===== src/rtl/bcd_arbiter.sv =====
// bcd_arbiter: round-robin sequencer sharing one bcd_encoder among NUM_REQ requesters.
// Define BCD_ARB_TIMEOUT_EN to enable the BUSY watchdog (rsp_error on timeout).
module bcd_arbiter #(
  parameter int BINARY_LENGTH  = 128,
  parameter int DECIMAL_LENGTH = 39,
  parameter int NUM_REQ        = 4,
  parameter int TIMEOUT_CYCLES = 1024
) (
  input  logic                             CLK,
  input  logic                             RST,
  input  logic [NUM_REQ-1:0]               req_valid,
  output logic [NUM_REQ-1:0]               req_ready,
  input  logic [NUM_REQ*BINARY_LENGTH-1:0] req_data,
  output logic [NUM_REQ-1:0]               rsp_valid,
  input  logic [NUM_REQ-1:0]               rsp_ready,
  output logic [DECIMAL_LENGTH*4-1:0]      rsp_bcd,
  output logic                             rsp_error,
  output logic [BINARY_LENGTH-1:0]         enc_binary,
  output logic                             enc_start,
  input  logic [DECIMAL_LENGTH*4-1:0]      enc_bcd,
  input  logic                             enc_ready
);

  localparam int OW = $clog2(NUM_REQ);
  localparam int RW = DECIMAL_LENGTH * 4;
  localparam logic [OW-1:0] LAST = OW'(NUM_REQ - 1);
  localparam logic [NUM_REQ-1:0] ONE = NUM_REQ'(1);

  typedef enum logic [2:0] {
    S_IDLE,
    S_START,
    S_SETTLE,
    S_BUSY,
    S_RESP
  } state_e;

  state_e                   state_q;
  logic [OW-1:0]            rr_ptr_q;
  logic [OW-1:0]            owner_q;
  logic [NUM_REQ-1:0]       rsp_valid_q;
  logic [RW-1:0]            rsp_bcd_q;
  logic [BINARY_LENGTH-1:0] enc_binary_q;
  logic                     enc_start_q;

  logic [OW-1:0] win_d;
  logic [OW-1:0] scan_d;
  logic          found_d;

  // Scan from rr_ptr upward; explicit wrap keeps non-power-of-two counts correct.
  always_comb begin
    win_d   = rr_ptr_q;
    scan_d  = rr_ptr_q;
    found_d = 1'b0;
    for (int k = 0; k < NUM_REQ; k++) begin
      if (!found_d && req_valid[scan_d]) begin
        found_d = 1'b1;
        win_d   = scan_d;
      end
      scan_d = (scan_d == LAST) ? '0 : scan_d + 1'b1;
    end
  end

  assign req_ready = (state_q == S_IDLE && found_d) ? (ONE << win_d) : '0;

`ifdef BCD_ARB_TIMEOUT_EN
  localparam int CW = (TIMEOUT_CYCLES > 1) ? $clog2(TIMEOUT_CYCLES) : 1;
  logic [CW-1:0] tmo_q;
  logic          rsp_error_q;
  logic          tmo_hit;
  assign tmo_hit   = (tmo_q == CW'(TIMEOUT_CYCLES - 1));
  assign rsp_error = rsp_error_q;
`else
  logic unused_tmo;
  assign unused_tmo = (TIMEOUT_CYCLES != 0);
  assign rsp_error  = 1'b0;
`endif

  always_ff @(posedge CLK) begin
    if (RST) begin
      state_q      <= S_IDLE;
      rr_ptr_q     <= '0;
      owner_q      <= '0;
      rsp_valid_q  <= '0;
      rsp_bcd_q    <= '0;
      enc_binary_q <= '0;
      enc_start_q  <= 1'b0;
`ifdef BCD_ARB_TIMEOUT_EN
      tmo_q        <= '0;
      rsp_error_q  <= 1'b0;
`endif
    end else begin
      enc_start_q <= 1'b0;
      unique case (state_q)
        S_IDLE: begin
          if (found_d) begin
            enc_binary_q <=
              req_data[int'(win_d)*BINARY_LENGTH +: BINARY_LENGTH];
            owner_q      <= win_d;
            enc_start_q  <= 1'b1;
            state_q      <= S_START;
          end
        end
        S_START: state_q <= S_SETTLE;
        // enc_ready may still show the previous result here
        S_SETTLE: begin
          state_q <= S_BUSY;
`ifdef BCD_ARB_TIMEOUT_EN
          tmo_q   <= '0;
`endif
        end
        S_BUSY: begin
          if (enc_ready) begin
            rsp_bcd_q   <= enc_bcd;
            rsp_valid_q <= ONE << owner_q;
            state_q     <= S_RESP;
`ifdef BCD_ARB_TIMEOUT_EN
            rsp_error_q <= 1'b0;
          end else if (tmo_hit) begin
            rsp_bcd_q   <= '0;
            rsp_error_q <= 1'b1;
            rsp_valid_q <= ONE << owner_q;
            state_q     <= S_RESP;
          end else begin
            tmo_q <= tmo_q + 1'b1;
`endif
          end
        end
        S_RESP: begin
          if (rsp_ready[owner_q]) begin
            rsp_valid_q <= '0;
            rr_ptr_q    <= (owner_q == LAST) ? '0 : owner_q + 1'b1;
            state_q     <= S_IDLE;
          end
        end
        default: state_q <= S_IDLE;
      endcase
    end
  end

  assign rsp_valid  = rsp_valid_q;
  assign rsp_bcd    = rsp_bcd_q;
  assign enc_binary = enc_binary_q;
  assign enc_start  = enc_start_q;

endmodule


===== config.mk =====
export PLATFORM = sky130hd
export DESIGN_NAME = bcd_arbiter
export DESIGN_NICKNAME = d
export VERILOG_FILES = /design/src/rtl/bcd_arbiter.sv
export SDC_FILE = /design/constraint.sdc
export NUM_CORES = 1
export LEC_CHECK = 0
export CORE_AREA = 2 2 378 380
export CTS_CLUSTER_SIZE = 20
export DETAILED_ROUTE_END_ITERATION = 12
export DIE_AREA = 0 0 380 382
export PLACE_DENSITY = 0.3
export REMOVE_ABC_BUFFERS = 1
export SLEW_MARGIN = 20
export SYNTH_ARGS = -nofsm -noshare
export SYNTH_HDL_FRONTEND = slang
export SYNTH_SLANG_ARGS = --single-unit

===== constraint.sdc =====
create_clock -name CLK -period 5.3 [get_ports CLK]
set_input_delay 1.59 -clock CLK [delete_from_list [all_inputs] [get_ports CLK]]
set_output_delay 1.59 -clock CLK [all_outputs]
set_load 0.01 [all_outputs]

After elaboration in Yosys (flattened, before gate mapping)
Index checks and enable logic that the tools add are counted.
- mux-type cells: 30
- reduce and logical (&&, ||, !) cells: 15
- bitwise logic cells: 1
- $add $sub $neg: 4
- eq/ne operators: 11
- shift-type cells: 3
- order comparisons: 5
- operators with widths (cell ; count):
    512-bit by 10-bit variable part select with 128-bit output ; 1
    2-bit by 3-bit < comparator with 1-bit output (second input constant) ; 5
    3-bit one-hot mux with 5 select lines ; 1
    2-bit 2-to-1 mux ; 7
    4-bit 2-to-1 mux ; 3
    1-bit binary-select mux with 2-bit select ; 5
    1-bit 2-to-1 mux ; 10
    3-bit 2-to-1 mux ; 3
    2-bit by 1-bit adder with 2-bit output (second input constant) ; 4
    2-bit == test (second input constant) ; 4
    4-bit one-hot mux with 2 select lines ; 1
    1-bit by 2-bit << shifter with 4-bit output (first input constant) ; 2
    3-bit by 2-bit == test with 1-bit output (second input constant) ; 2
    2-bit != test (second input constant) ; 3
    2-bit AND reduction ; 3
    3-bit AND reduction ; 2
    1-bit logical AND ; 4
    3-bit by 1-bit == test with 1-bit output (second input constant) ; 1
    3-bit == test (second input constant) ; 1
    1-bit zero test ; 3
    3-bit zero test ; 1
    2-bit nonzero test ; 1
    2-bit OR reduction ; 1
    1-bit NOT ; 1
- output and inout port bits: 294
- bits of input ports: 679
- bits in registers: 296
- word-level logic and storage cells: 76

Logic depth before layout (Yosys ltp)
- depth in word-level cells: 14
- mapped depth: 11

Least setup slack after synthesis
No wires, ideal clock.
- path kind: in2out
- start point: input req_valid[0]
- end point: output req_ready[0]
- cell stages on the path: 9
- data required time: 3710 ps
- arrival: 3326 ps
- path buffers: 4
- path slack: 384 ps
- cell sequence: clkbuf_1 -> mux2i_1 -> or4_1 -> a31o_1 -> a22o_1 -> buf_2 -> buf_6 -> buf_6 -> nor2_1
- cells in the longest elaborated chain, start to end: 14
- elaborated cells between the ends (all ways): 24
- ends and longest elaborated chain (item ; RTL line ; RTL):
    start, declared ; 11 ; input logic [NUM_REQ-1:0] req_valid,
    1-bit binary-select mux with 2-bit select ; 55 ; if (!found_d && req_valid[scan_d]) begin
    1-bit 2-to-1 mux (implied by the code) ; 55 ;
    1-bit 2-to-1 mux ; 55 ;
    1-bit zero test ; 55 ;
    1-bit logical AND ; 55 ;
    1-bit 2-to-1 mux ; 55 ;
    1-bit zero test ; 55 ;
    1-bit logical AND ; 55 ;
    1-bit 2-to-1 mux ; 55 ;
    1-bit zero test ; 55 ;
    1-bit logical AND ; 55 ;
    2-bit 2-to-1 mux / 1-bit 2-to-1 mux (equally long branches) ; 55 ;
    1-bit by 2-bit << shifter with 4-bit output / 1-bit logical AND (equally long branches) ; 63 ; assign req_ready = (state_q == S_IDLE && found_d) ? (ONE << win_d) : '0;
    4-bit 2-to-1 mux (*) ; 63 ;
    end, declared ; 12 ; output logic [NUM_REQ-1:0] req_ready,
Every way passes the cells marked *; elsewhere a longest branch is shown, timed or not. The select of a mux whose other input is x is not followed.

Worst setup path in the final report
- start point: input req_valid[0]
- end point: output req_ready[1]
The elaborated chain is that of the path after synthesis.

==> results by group <==
Worst setup path
  – Slowest cell on the critical path: clkdlybuf4s50_1
  – Max FO, Critical Path: 4
  – Critical Path RT: 3.71 ns
  – WP buf/inv: 3
  – Crit path DAT: 3.64 ns
  – WS Path Type: input pin to primary output
  – Critical path launch point type: input pin
  – Crit path capture type: primary output
  – CP max stage delay: 0.52 ns
  – CP Cell Sequence: clkdlybuf4s50_1 > mux2i_1 > or4_4 > a31o_1 > buf_4 > a22o_4 > nor2_1 > dlygate4sd2_1
  – Crit path max-delay family: buffers and inverters

STA
  – Final setup TNS: 0 ns
  – Max frequency: 0.191 GHz
  – RSZ-0062 raised after global routing: false
  – Setup violators final: 0
  – Fin crit period: 5.23 ns
  – Worst-Margin Slew: 0.908 ns
  – Final period utilization: 0.987
  – Worst Skew: 0.0204 ns
  – Count of final hold-check violations: 0
  – Slew margin rel.: 0.394
  – Slew Limit Fails: 0

Clock tree
  – H-tree level count: 2
  – Clk pin slew, worst setup/hold paths: 0.05 ns
  – Clk buf depth: 3
  – Num CTS Buffers: 46
  – Clock sink count: 296
  – Clk root buf: clkbuf_16
  – Hold-fix buffers, CTS: 0
  – CTS tree: built
  – Clock latency at the later pin of the worst-skew pair: 0.63 ns

Place
  – RD Place Congestion: 0.910
  – Port bufs: 971
  – Post-DP HPWL: 88.1 mm
  – Cell count after placement: 4270

Final layout
  – Nets: 3113
  – Non-filler cells, final: 4381
  – Share of cells above drive strength 1: 0.0536
  – Layout Utilization: 0.191
  – Flip-flop and latch area: 5930 sq um
  – Area grow syn2layout: 101%
  – Multi-input logic area: 6760 sq um
  – Fillers: 15.7k

Global route
  – Initial antenna violation count: 84
  – Tot GR Track Use: 0.142
  – Largest net degree at the start of global routing: 153
  – Vias in the first global route: 16.6k
  – First-pass GRT wire length: 144 mm
  – GRT overflow: 0

Synthesis
  – Synth top cells by count: nand2_1 (449), dfxtp_1 (296), mux2i_1 (258)
  – FF+latch count, synth: 296
  – Yosys top cell by area: dfxtp_1
  – Ranking of synthesized cells by area: dfxtp_1 (44%), mux2i_1 (19%), nand2_1 (13%)
  – Yosys warns: 0
  – Post-Syn Area: 13400 sq um
  – Distinct cells, synth: 45
  – Sequential area share after synthesis: 0.443
  – Post-synth EDFFs: 0
  – Synthesized area per cell: 8.93 sq um
  – Most frequent cell after synthesis: nand2_1
  – Top cell type's share of synthesized area: 0.443
  – Most used DFF post-synth: dfxtp_1
  – Asr flop ratio synth: 0
  – Cell count after synthesis: 1497

Min path
  – Worst min path class: flip-flop to flip-flop

Pwr
  – PD cells: 275 nW/um^2
  – Power consumption: 7.40 mW
  – Max VDD drop: 0.222 mV
  – Leak: 9.00 nW

Route
  – Antenna Violating Nets Remaining: 0
  – DR DRC count: 0
  – Drt initial violations: 619
  – Routed length per instance: 24.5 um
  – Drt pass-1 iters: 5
  – Routed WL: 107 mm
  – Via count: 15.7k
  – Via/cell ratio: 3.58

Flow run
  – Max-Cap Viols: 0

Die
  – # IOs: 973
  – Die width: 380 um
  – Initial Utilization: 0.0949
  – # rows: 138
  – Die Ht: 382 um
  – Core box area: 141000 sq um
  – Die area: 145000 sq um

Status
  – Status: completed
-- logic make-up after synthesis --
| kind of cell | after synthesis | synth area share |
|---|---|---|
| compound gates | 311 | 0.157 |
| flops | 296 | 0.443 |
| other cells | 1 | 0.000281 |
| mux | 262 | 0.199 |
| fa+ha+maj | 5 | 0.00468 |
| simple gates | 485 | 0.142 |
| buf+inv | 137 | 0.0539 |
-- layout by cell type, fill, tap and decap left out, types with 2 or more instances in the layout --
cell | Yosys | routed
clkinv_2 | 0 | 9
nand2b_1 | 4 | 3
mux2i_1 | 258 | 258
clkdlybuf4s50_1 | 0 | 965
nand3b_1 | 2 | 2
buf_12 | 0 | 13
ha_1 | 5 | 5
buf_6 | 25 | 2
o221ai_1 | 128 | 128
buf_4 | 2 | 30
nand2_1 | 449 | 448
a211oi_1 | 2 | 2
a22oi_1 | 2 | 2
bufinv_16 | 0 | 3
clkbuf_16 | 0 | 46
o21a_1 | 2 | 2
mux4_2 | 3 | 3
a21oi_1 | 163 | 163
clkbuf_8 | 0 | 10
nand3_1 | 6 | 6
clkbuf_1 | 95 | 11
diode_2 | 0 | 27
o21ai_0 | 2 | 2
nor2_1 | 12 | 11
inv_1 | 6 | 6
dlygate4sd2_1 | 0 | 3
dfxtp_1 | 296 | 296
-- flip-flops by register name, indices dropped and copies added, names as in the netlist --
name        cells
rsp_bcd       156
enc_binary    128
rsp_valid       4
state_q         3
owner_q         2
rr_ptr_q        2
enc_start       1
-- where the power goes --
part           leakage, nW  internal, mW  total, mW  switching [mW]
Combinational         5.83         0.954       1.69           0.736
Clock                0.755          1.89       3.20            1.31
Sequential            2.41          2.39       2.50           0.112
Total                 9.00          5.24       7.40            2.16
-- stage by stage --
step	instance area [sq um]	setup slack [ns]	hold slack (ns)
2_1_floorplan	12700	-7.60	0.474
3_3_place_gp	25300	-0.223	0.443
3_5_place_dp	25300	-0.209	0.446
4_1_cts	26800	0.0374	0.456
5_1_grt	26900	0.0102	0.472
6_report	26900	0.0709	0.451
-- final timing paths --
check	startpoint	end	slack [ns]	cells past startpoint
worst min register to register	rsp_bcd[66]	rsp_bcd[66]	0.45	2
worst min-delay path	rsp_bcd[66]	rsp_bcd[66]	0.45	2
worst max register to register	rr_ptr_q[0]	enc_binary[49]	1.31	12
worst max-delay path	req_valid[0]	req_ready[1]	0.07	8
-- worst reg2reg max path: stages (launching register included) --
cell      delay (ns)
dfxtp_1         0.44
ha_1            0.37
nor2_2          0.29
mux4_2          0.55
buf_4           0.16
nor2_1          0.13
buf_4           0.13
a22o_4          0.13
buf_4           0.12
buf_12          0.30
buf_12          0.66
mux2i_1         0.39
o221ai_1        0.14
-- per-layer routing --
layer  track usage  part of all wire  vias to the layer above
li1              -                 -                     7227
met1         0.143              0.36                     7404
met2         0.248              0.49                      734
met3        0.0690              0.11                      235
met4        0.0608             0.040                       80
met5             0            0.0046                        -
-- what timing repair did --
action | in CTS | in global routing
resized for setup | 5 | 3
cloned | 0 | 0
endpoints found under the setup margin | 4 | 2
pin swaps | 3 | 0
buffers inserted | 1 | 0
-- area by class of cell --
class | instances | share of cell area
timing repair buffer | 1015 | 0.380
sequential | 296 | 0.220
clock buffer | 67 | 0.0495
inverter | 6 | 0.000837
clock inverter | 16 | 0.00749
tap | 1890 | 0.0879
antenna | 27 | 0.00251
multi-input combinational | 1064 | 0.252
Note: power is estimated with default switching activity, not from simulation.
